[src/rtl/engine_op_sched.sv]
// Layer-command scheduler: runs an engine through repeated reset/start/wait passes.
// Optional WAIT watchdog is compiled in when ENGINE_SCHED_WDT_EN is defined.
module engine_op_sched #(
    parameter int RST_CYCLES = 2,
    parameter int CNT_W      = 16,
    parameter int WDT_CYCLES = 1048576
) (
    input  logic             clk,
    input  logic             rst_n,
    input  logic             cmd_valid,
    output logic             cmd_ready,
    input  logic [2:0]       cmd_type,
    input  logic [31:0]      cmd_op_num,
    input  logic [CNT_W-1:0] cmd_passes,
    input  logic             abort,
    input  logic             err_clr,
    output logic             engine_rst,
    output logic             conv_ready,
    output logic             maxpool_ready,
    output logic             avepool_ready,
    output logic [2:0]       op_type,
    output logic [31:0]      op_num,
    input  logic             conv_valid,
    input  logic             maxpool_valid,
    input  logic             avepool_valid,
    output logic             busy,
    output logic [CNT_W-1:0] iter_cnt,
    output logic             cmd_done,
    output logic             abort_done,
    output logic             err,
    output logic [1:0]       err_code
);

    typedef enum logic [2:0] {
        IDLE, ENG_RST, ARM, WAIT, RELEASE, DONE, FLUSH, ERR
    } state_t;

    localparam int RC_W = (RST_CYCLES > 1) ? $clog2(RST_CYCLES) : 1;

    state_t           state, nxt;
    logic [CNT_W-1:0] passes;
    logic [RC_W-1:0]  rst_cnt;
    logic             accept, bad_type, rst_last, pass_last;
    logic             is_conv, is_mpool, is_apool, match_valid, wdt_hit;

    assign accept      = cmd_valid && cmd_ready;
    assign bad_type    = (cmd_type == 3'd0) || (cmd_type > 3'd5);
    assign rst_last    = (rst_cnt == RC_W'(RST_CYCLES - 1));
    assign pass_last   = ((iter_cnt + 1'b1) == passes);
    assign is_conv     = (op_type == 3'd1) || (op_type == 3'd2) || (op_type == 3'd3);
    assign is_mpool    = (op_type == 3'd4);
    assign is_apool    = (op_type == 3'd5);
    assign match_valid = (is_conv && conv_valid) || (is_mpool && maxpool_valid) ||
                         (is_apool && avepool_valid);

`ifdef ENGINE_SCHED_WDT_EN
    localparam int WDT_W = $clog2(WDT_CYCLES + 1);
    logic [WDT_W-1:0] wdt_cnt;

    // Held at zero outside WAIT so every WAIT entry starts a fresh window.
    always_ff @(posedge clk or negedge rst_n) begin
        if (!rst_n)             wdt_cnt <= '0;
        else if (state != WAIT) wdt_cnt <= '0;
        else                    wdt_cnt <= wdt_cnt + 1'b1;
    end

    assign wdt_hit = (wdt_cnt == WDT_W'(WDT_CYCLES - 1));
`else
    assign wdt_hit = (WDT_CYCLES < 0);
`endif

    always_comb begin
        nxt = state;
        case (state)
            IDLE: begin
                if (accept) begin
                    if (bad_type)              nxt = ERR;
                    else if (cmd_passes == '0) nxt = DONE;
                    else                       nxt = ENG_RST;
                end
            end
            ENG_RST: begin
                if (abort)         nxt = FLUSH;
                else if (rst_last) nxt = ARM;
            end
            ARM:     nxt = abort ? FLUSH : WAIT;
            WAIT: begin
                if (abort)            nxt = FLUSH;
                else if (match_valid) nxt = RELEASE;
                else if (wdt_hit)     nxt = ERR;
            end
            RELEASE: begin
                if (abort)          nxt = FLUSH;
                else if (pass_last) nxt = DONE;
                else                nxt = ENG_RST;
            end
            DONE:    nxt = IDLE;
            FLUSH:   if (rst_last) nxt = IDLE;
            ERR:     if (err_clr) nxt = IDLE;
            default: nxt = IDLE;
        endcase
    end

    // Every output is a registered function of the next state so it lines up with that state.
    always_ff @(posedge clk or negedge rst_n) begin
        if (!rst_n) begin
            state         <= IDLE;
            cmd_ready     <= 1'b1;
            engine_rst    <= 1'b1;
            conv_ready    <= 1'b0;
            maxpool_ready <= 1'b0;
            avepool_ready <= 1'b0;
            op_type       <= '0;
            op_num        <= '0;
            passes        <= '0;
            iter_cnt      <= '0;
            rst_cnt       <= '0;
            busy          <= 1'b0;
            cmd_done      <= 1'b0;
            abort_done    <= 1'b0;
            err           <= 1'b0;
            err_code      <= 2'b00;
        end else begin
            state         <= nxt;
            cmd_ready     <= (nxt == IDLE);
            busy          <= !((nxt == IDLE) || (nxt == ERR));
            engine_rst    <= !((nxt == ARM) || (nxt == WAIT) || (nxt == RELEASE));
            conv_ready    <= (nxt == WAIT) && is_conv;
            maxpool_ready <= (nxt == WAIT) && is_mpool;
            avepool_ready <= (nxt == WAIT) && is_apool;
            cmd_done      <= (nxt == DONE);
            abort_done    <= (state == FLUSH) && (nxt == IDLE);
            err           <= (nxt == ERR);

            if (nxt != ERR)        err_code <= 2'b00;
            else if (state != ERR) err_code <= (state == IDLE) ? 2'b01 : 2'b10;

            if ((state == nxt) && ((state == ENG_RST) || (state == FLUSH)))
                rst_cnt <= rst_cnt + 1'b1;
            else
                rst_cnt <= '0;

            if (accept) begin
                op_type  <= cmd_type;
                op_num   <= cmd_op_num;
                passes   <= cmd_passes;
                iter_cnt <= '0;
            end else if ((state == RELEASE) && (nxt != FLUSH)) begin
                iter_cnt <= iter_cnt + 1'b1;
            end
        end
    end

endmodule

[config.mk]
export PLATFORM = sky130hd
export DESIGN_NAME = engine_op_sched
export DESIGN_NICKNAME = d
export VERILOG_FILES = /design/src/rtl/engine_op_sched.sv
export SDC_FILE = /design/constraint.sdc
export NUM_CORES = 1
export LEC_CHECK = 0
export BUFFER_PORTS_ARGS = -buffer_cell sky130_fd_sc_hd__buf_2
export CORE_MARGIN = 3
export CORE_UTILIZATION = 52
export DETAILED_ROUTE_END_ITERATION = 12
export PLACE_DENSITY = 0.8
export RECOVER_POWER = 50
export SETUP_SLACK_MARGIN = 0.15
export SYNTH_ARGS = -nofsm -noshare
export SYNTH_HDL_FRONTEND = slang
export SYNTH_SLANG_ARGS = --single-unit
export TNS_END_PERCENT = 10
[constraint.sdc]
create_clock -name clk -period 3 [get_ports clk]
set_clock_uncertainty 0.15 [all_clocks]
set_input_delay 0.3 -clock clk [delete_from_list [all_inputs] [get_ports clk]]
set_output_delay 0.3 -clock clk [all_outputs]
set_load 0.05 [all_outputs]
==> results of run 1 <==
## stage by stage
stage / area [µm²] / power, mW / hold WS [ps] / cells / setup slack [ps]
floorplan: 4040 / 4.05 / -146 / 452 / 183
global route: 5090 / 5.71 / 3.45 / 696 / 162
finish: 5090 / 5.38 / 14.8 / 696 / 272
global placement: 4660 / 4.59 / 304 / 650 / 411
CTS: 5110 / 5.40 / 1.83 / 694 / 186
detailed placement: 4660 / 4.66 / 307 / 650 / 207
## flip-flops by register name, summed over array words and instances (netlist names), 2 cells and up
name and cells:
err_code 2, iter_cnt 16, op_num 32, op_type 3
passes 16, state 3
## synth_stat cells (2+ instances only)
cell	instances	area, µm²
dfrtp_1	80	2000
nor4_2	2	25.0
nand2_1	165	619
buf_4	2	15.0
xor2_1	11	96.3
nand3b_1	2	15.0
mux2_2	2	22.5
inv_1	8	30.0
dfstp_2	2	52.6
nand2b_1	7	43.8
nand4_1	7	43.8
nor3b_1	2	15.0
a21oi_1	10	50.1
clkbuf_1	15	56.3
mux2i_1	5	50.1
buf_6	4	45.0
nand3_1	6	30.0
and2_1	3	18.8
o21ai_0	7	35.0
nor2b_1	2	12.5
nor4_1	11	68.8
and3_1	2	12.5
or3_1	6	37.5
nor2_1	32	120
xnor2_1	23	201
nor3_1	6	30.0
o22ai_1	2	12.5
## worst max-delay path: stages, from the launching register on
cell	delay, ps
dfrtp_1	550
nand3_4	210
or3_1	470
mux2i_1	150
a2111o_1	380
nor4_2	230
a31oi_2	190
buf_4	170
mux2i_1	110
## final cells by class
type / count / area share, %
sequential: 82 / 40.4
multi-input combinational: 337 / 35.8
timing repair buffer: 153 / 17.5
clock buffer: 11 / 2.58
tap: 99 / 2.43
inverter: 9 / 0.664
clock inverter: 5 / 0.615
## power breakdown
part / internal [mW] / total [mW] / switching (mW) / leakage, nW
registers: 1.55 / 1.99 / 0.442 / 1.04
clock network: 0.299 / 0.690 / 0.392 / 0.0831
logic: 0.756 / 2.70 / 1.95 / 1.41
total: 2.60 / 5.38 / 2.78 / 2.53
## per-layer routing
metal  wire length (µm)  part of all wire [%]  up-vias
met5                  0                     0        -
met4                218                   2.1        0
met3                652                   6.4       20
met2               5000                    49      119
met1               4390                    43     1699
li1                   -                     -     1758
## cells by family after synthesis
group	count (synthesis)
muxes	7
buffers and inverters	33
DFF	82
xor gates and xnor gates	34
adders and majority gates	1
AOI/OAI and AO/OA	32
and+or+nand+nor	263
## timing repair
item,CTS,global route
endpoints found under the hold margin,28,0
setup buffers,0,2
endpoints found under the setup margin,0,2
hold buffers,28,0
resized for setup,0,3
## worst max path at each step
stage | from | endpoint | cells after the start
floorplan | iter_cnt[0]$_DFFE_PN0P_ | abort_done$_DFF_PN0_ | 9
global placement | iter_cnt[0]$_DFFE_PN0P_ | abort_done$_DFF_PN0_ | 9
detailed placement | iter_cnt[0]$_DFFE_PN0P_ | abort_done$_DFF_PN0_ | 9
CTS | iter_cnt[0]$_DFFE_PN0P_ | abort_done$_DFF_PN0_ | 9
global route | iter_cnt[1]$_DFFE_PN0P_ | abort_done$_DFF_PN0_ | 9
finish | iter_cnt[4]$_DFFE_PN0P_ | busy$_DFF_PN0_ | 8
==> results by group, run 1 <==
STA
  • Final Cycle Share: 90.9%
  • Setup TNS: 0 ps
  • Final Hold Viols: 0
  • Fin crit period: 2730 ps
  • Worst slew pin tran: 2000 ps
  • Unrepaired setup endpoints after global routing: no
  • Max-slew violations: between 80 and 90
  • Max Fclk: ~370 MHz
  • Final setup vio count: 0
  • Relative slew slack: -33.4%

Yosys
  • Cells after Synth: 452
  • Async SR Flop Fraction: 100%
  • Distinct cells, synth: 55
  • Synth Area per Inst: 8.94 µm²
  • Post-synthesis adder-cell area fraction: 0.310%
  • Post-synthesis compound-gate area fraction: 5.27%
  • Synthesis Warnings: 0
  • Synth Cell Area: between 0.004 and 0.005 mm²
  • EDFF count, synth: 0
  • #FFs+latches synth: 82
  • Top_reg_cell synth: dfrtp_1
  • Post-synthesis mux area share: 1.80%
  • Main combinational cell family by area after synthesis: simple AND/OR/NAND/NOR gates
  • Synth Area in XOR/XNOR: 7.37%
  • Syn_nets: just over 500
  • Seq/Total Area, Yosys: 50.9%
  • Simple-gate area share of the yosys netlist: 30.0%

Global route
  • Grt total ovfl: 0
  • Vias in the first global route: 3605
  • M2 GR Usage: approximately two fifths
  • Pin count of the biggest net entering global routing: 83
  • Global-route wire length before repair: roughly 17 mm
  • GRT Overall Usage: 24.0%
  • Initial antenna violation count: 0
  • Most used routing layer: met2
  • GRT met3 Usage: approximately 5.3%
  • GR Util met1: 30.4%

Die
  • Die X: 94.1 µm
  • Floorplan row count: 31
  • Core Region: 0.00741 mm²
  • Chip height: 94.1 µm
  • # IOs: around 120
  • Starting Density: 54.5%
  • Die area: 0.00886 mm²

Route
  • DRC errors left: 0
  • DR WL/cell: ~15 µm
  • Drt initial violations: 194
  • Final wirelength: 10.3 mm
  • Vias per Instance: 5.17
  • TritonRoute pass-1 iters: 7
  • Number of antenna-violating nets in the routed design: 0
  • Via Count: 3596

Clock tree
  • CTS Buffer Depth: 2
  • Total CTS buffers: 9
  • H-tree lvl count: 3
  • CTS tree: done
  • Root buf cell: clkbuf_8
  • Clock transition at the registers of the reported paths: approximately 80 ps
  • CTS Sinks: 82
  • Later-pin clock latency in the skew report: 340 ps

Run status
  • Failing checks: max-capacitance violations, max-slew violations
  • Status: complete, but fails checks

Worst setup path
  • R2r setup slk: 270 ps
  • CP Class: register to register
  • Reg2reg path depth: 8
  • Crit path capture type: register
  • Critical-path maximum fanout: 9
  • Reg2reg start: iter_cnt[4]$_DFFE_PN0P_
  • Critical Path Start Type: register
  • Critical path arrival: around 2800 ps
  • WP data required: slightly above 3000 ps
  • R2r endpoint: busy$_DFF_PN0_

Placed design
  • # port buffers: 120
  • GPL Wtd Cong: 0.947
  • DP HPWL: 7.04 mm

Layout
  • Multi-input gate area: 0.00182 mm²
  • # diodes: 0
  • Nets: 652
  • Fillers: approximately 600
  • Layout cells sized above 1: 21.8%
  • FF/Latch Area: 0.00206 mm²
  • Fin util: between 60 and 70%
  • Most frequent cells in the layout: 164 x nand2_1, 88 x buf_2, 79 x dfrtp_1
  • Layout area overhead: 26.0%
  • Commonest non-fill, non-tap cell in the layout: nand2_1

Worst hold path
  • HP Class: primary input to register
  • Hold Startpoint: cmd_passes[3]
  • Hold depth: 3
  • Min-Delay Endpoint: passes[3]$_DFFE_PN0P_

Pwr
  • Cell Pwr Density: 1060 mW/mm²
  • Leakage: 2.53 nW
  • Peak supply drop: 0.000753 V

Job
  • Number of max-cap violations: 1
Note: power is estimated with default switching activity, not from simulation.
==> inputs of run 2 (changes only) <==
Settings changed: PLACE_DENSITY 0.8 to 0.9.
==> results by group, run 2 (synthesis results as in run 1) <==
Pwr
  • Part of the power in the clock network: 14.3% (+1.5 points)
  • Peak supply drop: 0.000609 V (-19%)
  • Leakage: 2.54 nW (+0.28%)
  • Cell Pwr Density: 1060 mW/mm² (+0.55%)
  • Logic pwr share: 48.9% (-1.3 points)
  • Pint: 2.69 mW (+3.2%)
  • Psw: 2.75 mW (-0.92%)
  • Sw frac: 50.6% (-1.0 points)
  • Seq pwr share: 36.8% (-0.2 points)

Worst setup path
  • Buf/Inv on CP: 1 (unchanged)
  • CP Cell Sequence: ha_1 -> nand3_2 -> nor3_4 -> mux2_2 -> nand3_1 -> o311ai_1 -> a31oi_2 -> inv_2 -> nor4_1
  • Critical Path Start Type: register
  • CP Class: register to register
  • WP data required: 3090 ps (+20 ps)
  • Critical path's largest stage delay: 450 ps (-100 ps)
  • Crit path capture type: register
  • Crit-path leading delay family: simple AND/OR/NAND/NOR gates
  • Critical path arrival: 2870 ps (+70 ps)
  • Critical-path maximum fanout: 5 (-4)
  • Crit-path slowest cell: dfrtp_1

Global route
  • Grt total ovfl: 0 (unchanged)
  • Initial antenna violation count: 0 (unchanged)
  • Vias in the first global route: 3692 (+2.4%)
  • Global-route wire length before repair: 17.1 mm (+2.2%)
  • Pin count of the biggest net entering global routing: 83 (unchanged)
  • GRT Overall Usage: 24.6% (+0.59 points)

Route
  • TritonRoute pass-1 iters: 4 (-3)
  • DRC errors left: 0 (unchanged)
  • DR WL/cell: 15.1 µm (+2.5%)
  • Final wirelength: 10.5 mm (+2.5%)
  • Via Count: 3681 (+2.4%)
  • Number of antenna-violating nets in the routed design: 0 (unchanged)
  • Vias per Instance: 5.29 (+2.4%)
  • Drt initial violations: 214 (+10%)

STA
  • Relative slew slack: -30.4% (+3.0 points)
  • Final Hold Viols: 0 (unchanged)
  • Max-slew violations: 83 (unchanged)
  • Unrepaired setup endpoints after global routing: yes
  • Setup TNS: 0 ps (unchanged)
  • Final setup margin: 226 ps (-45.2 ps)
  • Max Fclk: 361 MHz (-1.6%)
  • Worst slew pin tran: 1960 ps (-44.7 ps)
  • Final setup vio count: 0 (unchanged)
  • Fin crit period: 2770 ps (+45.2 ps)
  • Final Cycle Share: 92.5% (+1.5 points)

Die
  • Die area: 0.00886 mm² (unchanged)
  • Starting Density: 54.5% (unchanged)
  • Core Region: 0.00741 mm² (unchanged)
  • Floorplan row count: 31 (unchanged)
  • Die X: 94.1 µm (unchanged)
  • Chip height: 94.1 µm (unchanged)
  • # IOs: 121 (unchanged)

Layout
  • Registers with the most flip-flops: op_num x32, iter_cnt x16, passes x16
  • # diodes: 0 (unchanged)
  • Max FFs per register: 32 (unchanged)
  • Layout cells sized above 1: 21.8% (unchanged)
  • Commonest non-fill, non-tap cell in the layout: nand2_1
  • Nets: 652 (unchanged)
  • Layout area overhead: 26.7%
  • Most flop-heavy register: op_num
  • Most frequent cells in the layout: 164 x nand2_1, 88 x buf_2, 76 x dfrtp_1

Run status
  • Failing checks: max-capacitance violations, max-slew violations
  • Status: complete, but fails checks

Clock tree
  • H-tree lvl count: 3 (unchanged)
  • Total CTS buffers: 9 (unchanged)
  • CTS tree: done
  • CTS Buffer Depth: 2 (unchanged)
  • Root buf cell: clkbuf_8
  • Later-pin clock latency in the skew report: 350 ps (about the same)
  • Clock transition at the registers of the reported paths: 80 ps (about the same)
  • CTS Sinks: 82 (unchanged)

Placed design
  • Dpl ws: 246 ps (+38.4 ps)
  • GPL Wtd Cong: 0.934 (-1.4%)
  • # port buffers: 120 (unchanged)
  • DP HPWL: 6.83 mm (-3.0%)

Worst hold path
  • HP Class: primary input to register

Job
  • Number of max-cap violations: 1 (unchanged)
==> run 2: what timing repair did <==
action	in CTS	in global routing
endpoints found under the setup margin	0	5
hold endpoints to repair	30	0
gates resized for setup	0	6
buffers inserted	0	0
hold buffers	30	0
==> run 2: final cells by class <==
type / count / area, µm²
Fill cell: 587 / 2290
Sequential cell: 82 / 2060
Multi-Input combinational cell: 337 / 1830
Timing Repair Buffer: 153 / 885
Clock buffer: 13 / 149
Tap cell: 99 / 124
Clock inverter: 3 / 40.0
Inverter: 9 / 33.8
==> run 2: layer usage <==
metal	routed length [µm]	global-route usage, %	vias up
li1	-	-	1764
met1	4140	30.2	1731
met2	5280	40.4	157
met3	786	5.21	29
met4	316	13.0	0
met5	0	0	-
==> run 2: worst register-to-register path, cell delays in order (launching register included) <==
cell and delay, ps:
dfrtp_1 450, ha_1 260, nand3_2 190, nor3_4 260
mux2_2 370, nand3_1 90, o311ai_1 150, a31oi_2 360
inv_2 100, nor4_1 300
==> run 2: power groups by stage <==
| stage | Combinational (mW) | Sequential, mW | Clock (mW) |
|---|---|---|---|
| after CTS | 2.71 | 1.98 | 0.792 |
| after global routing | 2.86 | 2.06 | 0.848 |
| after floorplan | 1.10 | 2.95 | 0 |
| final | 2.66 | 2.00 | 0.779 |
| after global placement | 2.60 | 1.96 | 0 |
| after detailed placement | 2.67 | 1.98 | 0 |
==> run 2: through the flow <==
| step | cells | utilization (%) | hold slack, ps | power [mW] | instance area (µm²) |
|---|---|---|---|---|---|
| floorplan | 452 | - | -146 | 4.05 | 4040 |
| global placement | 650 | 62.8 | 304 | 4.57 | 4650 |
| detailed placement | 650 | 62.8 | 311 | 4.65 | 4650 |
| CTS | 696 | 69.4 | 0.508 | 5.47 | 5140 |
| global route | 696 | 69.1 | 16.7 | 5.76 | 5120 |
| finish | 696 | 69.1 | 4.31 | 5.44 | 5120 |
==> run 2: worst paths after layout <==
kind	start	endpoint	slack (ps)	cells after the start
min in group asynchronous	rst_n	iter_cnt[12]$_DFFE_PN0P_	350	1
max in group asynchronous	rst_n	iter_cnt[2]$_DFFE_PN0P_	1070	1
max	iter_cnt[1]$_DFFE_PN0P_	abort_done$_DFF_PN0_	230	9
min reg2reg	op_num[16]$_DFFE_PN0P_	op_num[16]$_DFFE_PN0P_	330	2
min	cmd_passes[5]	passes[5]$_DFFE_PN0P_	4	3
max reg2reg	iter_cnt[1]$_DFFE_PN0P_	abort_done$_DFF_PN0_	230	9
==> inputs of run 3 (changes only) <==
Settings changed: BUFFER_PORTS_ARGS -buffer_cell sky130_fd_sc_hd__buf_2 to default, CORE_UTILIZATION 52 to 59, DONT_BUFFER_PORTS from default to 1, PLACE_DENSITY 0.9 to 0.85.
==> results by group, run 3 (synthesis results as in run 1) <==
Run status
  • Status: complete, but fails checks
  • Failing checks: max-capacitance violations, max-slew violations

Pwr
  • Peak supply drop: 0.000880 V (+45%)
  • Leakage: 2.29 nW (-9.7%)
  • Cell Pwr Density: 1080 mW/mm² (+1.7%)

Clock tree
  • Clock transition at the registers of the reported paths: 100 ps (+20 ps)
  • CTS tree: done
  • Later-pin clock latency in the skew report: 360 ps (about the same)
  • H-tree lvl count: 3 (unchanged)
  • CTS Buffer Depth: 2 (unchanged)
  • Root buf cell: clkbuf_8
  • CTS Sinks: 82 (unchanged)
  • Total CTS buffers: 9 (unchanged)
  • Post-CTS setup buffer count: 0 (unchanged)

Die
  • Starting Density: 62.2% (+7.7 points)
  • Chip height: 88.7 µm (-5.7%)
  • Core Region: 0.00649 mm² (-12%)
  • Die X: 88.7 µm (-5.7%)
  • Die area: 0.00787 mm² (-11%)
  • # IOs: 121 (unchanged)
  • Floorplan row count: 29 (-6.5%)

STA
  • Setup TNS: 0 ps (unchanged)
  • Relative slew slack: -28.0% (+2.4 points)
  • Fin crit period: 2700 ps (-76.6 ps)
  • Unrepaired setup endpoints after global routing: no
  • Worst slew pin tran: 1920 ps (-36.2 ps)
  • Final Hold Viols: 0 (unchanged)
  • Max Fclk: 371 MHz (+2.8%)
  • Final Cycle Share: 89.9% (-2.6 points)
  • Final setup vio count: 0 (unchanged)
  • Max-slew violations: 83 (unchanged)

Global route
  • Vias in the first global route: 3438 (-6.9%)
  • Global-route wire length before repair: 16.6 mm (-2.6%)
  • Initial antenna violation count: 0 (unchanged)
  • GRT Overall Usage: 27.6% (+3.0 points)
  • Pin count of the biggest net entering global routing: 83 (unchanged)
  • Grt total ovfl: 0 (unchanged)

Route
  • Via Count: 3406 (-7.5%)
  • M1 wire length: 4.02 mm (-2.8%)
  • Vias per Instance: 5.72 (+8.2%)
  • DR WL/cell: 17.4 µm (+15%)
  • Drt initial violations: 224 (+4.7%)
  • Met2 WL: 5.30 mm (+0.44%)
  • TritonRoute pass-1 iters: 5 (+1)
  • Number of antenna-violating nets in the routed design: 0 (unchanged)
  • Met3 wire length: 887 µm (+13%)
  • Final wirelength: 10.4 mm (-1.4%)
  • Max Used Layer: met4
  • DRC errors left: 0 (unchanged)

Layout
  • Registers with the most flip-flops: op_num x32, iter_cnt x16, passes x16
  • Most flop-heavy register: op_num
  • Final Non-Filler Cells: 595 (-15%)
  • Nets: 573 (-12%)
  • Commonest non-fill, non-tap cell in the layout: nand2_1
  • # diodes: 0 (unchanged)
  • Layout cells sized above 1: 10.4% (-11 points)
  • Max FFs per register: 32 (unchanged)
  • Layout area overhead: 20.4%
  • Most frequent cells in the layout: 165 x nand2_1, 80 x dfrtp_1, 52 x dlygate4sd3_1

Worst hold path
  • Hold depth: 2 (-1)
  • HP Class: primary input to register

Placed design
  • GPL Wtd Cong: 0.917 (-1.8%)
  • DP HPWL: 6.52 mm (-4.5%)
  • # port buffers: 0 (-100%)
  • Placed cell count: 526 (-19%)

Worst setup path
  • Crit-path slowest cell: dfrtp_1
  • Critical Path Start Type: register
  • Crit path capture type: register
  • Crit-path leading delay family: compound AO/OA/AOI/OAI gates
  • WP depth: 8 (-1)
  • Critical-path maximum fanout: 5 (unchanged)
  • CP Class: register to register
  • Critical path's largest stage delay: 610 ps (+160 ps)
  • WP data required: 3110 ps (+20 ps)
  • Reg2reg path depth: 8 (-1)
  • Buf/Inv on CP: 1 (unchanged)
  • Critical path arrival: 2800 ps (-70 ps)
  • CP Cell Sequence: nand2b_1 -> o32ai_1 -> a21o_1 -> a221oi_1 -> o21ai_0 -> a31oi_2 -> inv_2 -> nor4_1

Job
  • Number of max-cap violations: 1 (unchanged)
==> run 3: area by class of cell <==
cell class | instances | area [µm²]
clock buffer | 10 | 138
clock inverter | 6 | 47.5
fill | 474 | 1630
inverter | 9 | 33.8
multi-input combinational | 337 | 1810
sequential | 82 | 2050
tap | 77 | 96.3
timing repair buffer | 74 | 684
==> run 3: repair_timing <==
action / 4_1_cts / 5_1_grt
resized for setup: 0 / 0
hold buffers: 53 / 0
hold endpoints to repair: 133 / 0
==> run 3: per-stage QoR <==
step / instance area [µm²] / util (%) / hold WS [ps] / setup WS [ps] / total power, mW
6_report: 4860 / 74.9 / 37.0 / 303 / 5.26
5_1_grt: 4860 / 74.9 / 58.4 / 166 / 5.54
4_1_cts: 4900 / 75.4 / 7.11 / 317 / 5.24
3_5_place_dp: 4170 / 64.1 / -144 / 327 / 4.41
3_3_place_gp: 4170 / 64.1 / -144 / 437 / 4.33
2_1_floorplan: 4040 / - / -146 / 183 / 4.05
==> run 3: worst paths after layout <==
kind | from | endpoint | slack, ps
max in group asynchronous | rst_n | op_num[0]$_DFFE_PN0P_ | 650
setup / recovery | op_type[2]$_DFFE_PN0P_ | abort_done$_DFF_PN0_ | 300
hold reg to reg | rst_cnt$_DFF_PN0_ | rst_cnt$_DFF_PN0_ | 350
hold / removal | abort | avepool_ready$_DFF_PN0_ | 40
setup reg to reg | op_type[2]$_DFFE_PN0P_ | abort_done$_DFF_PN0_ | 300
min in group asynchronous | rst_n | op_type[0]$_DFFE_PN0P_ | 920
==> run 3: metal layers <==
metal  up-vias  track usage (%)
met4         0             11.1
li1       1599                -
met1      1632             32.8
met3        17             8.10
met2       158             46.9
met5         -                0
==> run 3: where the power goes <==
part | internal, mW | leakage, nW | switching (mW)
Sequential | 1.53 | 1.04 | 1.38
Combinational | 0.631 | 1.15 | 0.965
Clock | 0.334 | 0.0989 | 0.418
Total | 2.50 | 2.29 | 2.77
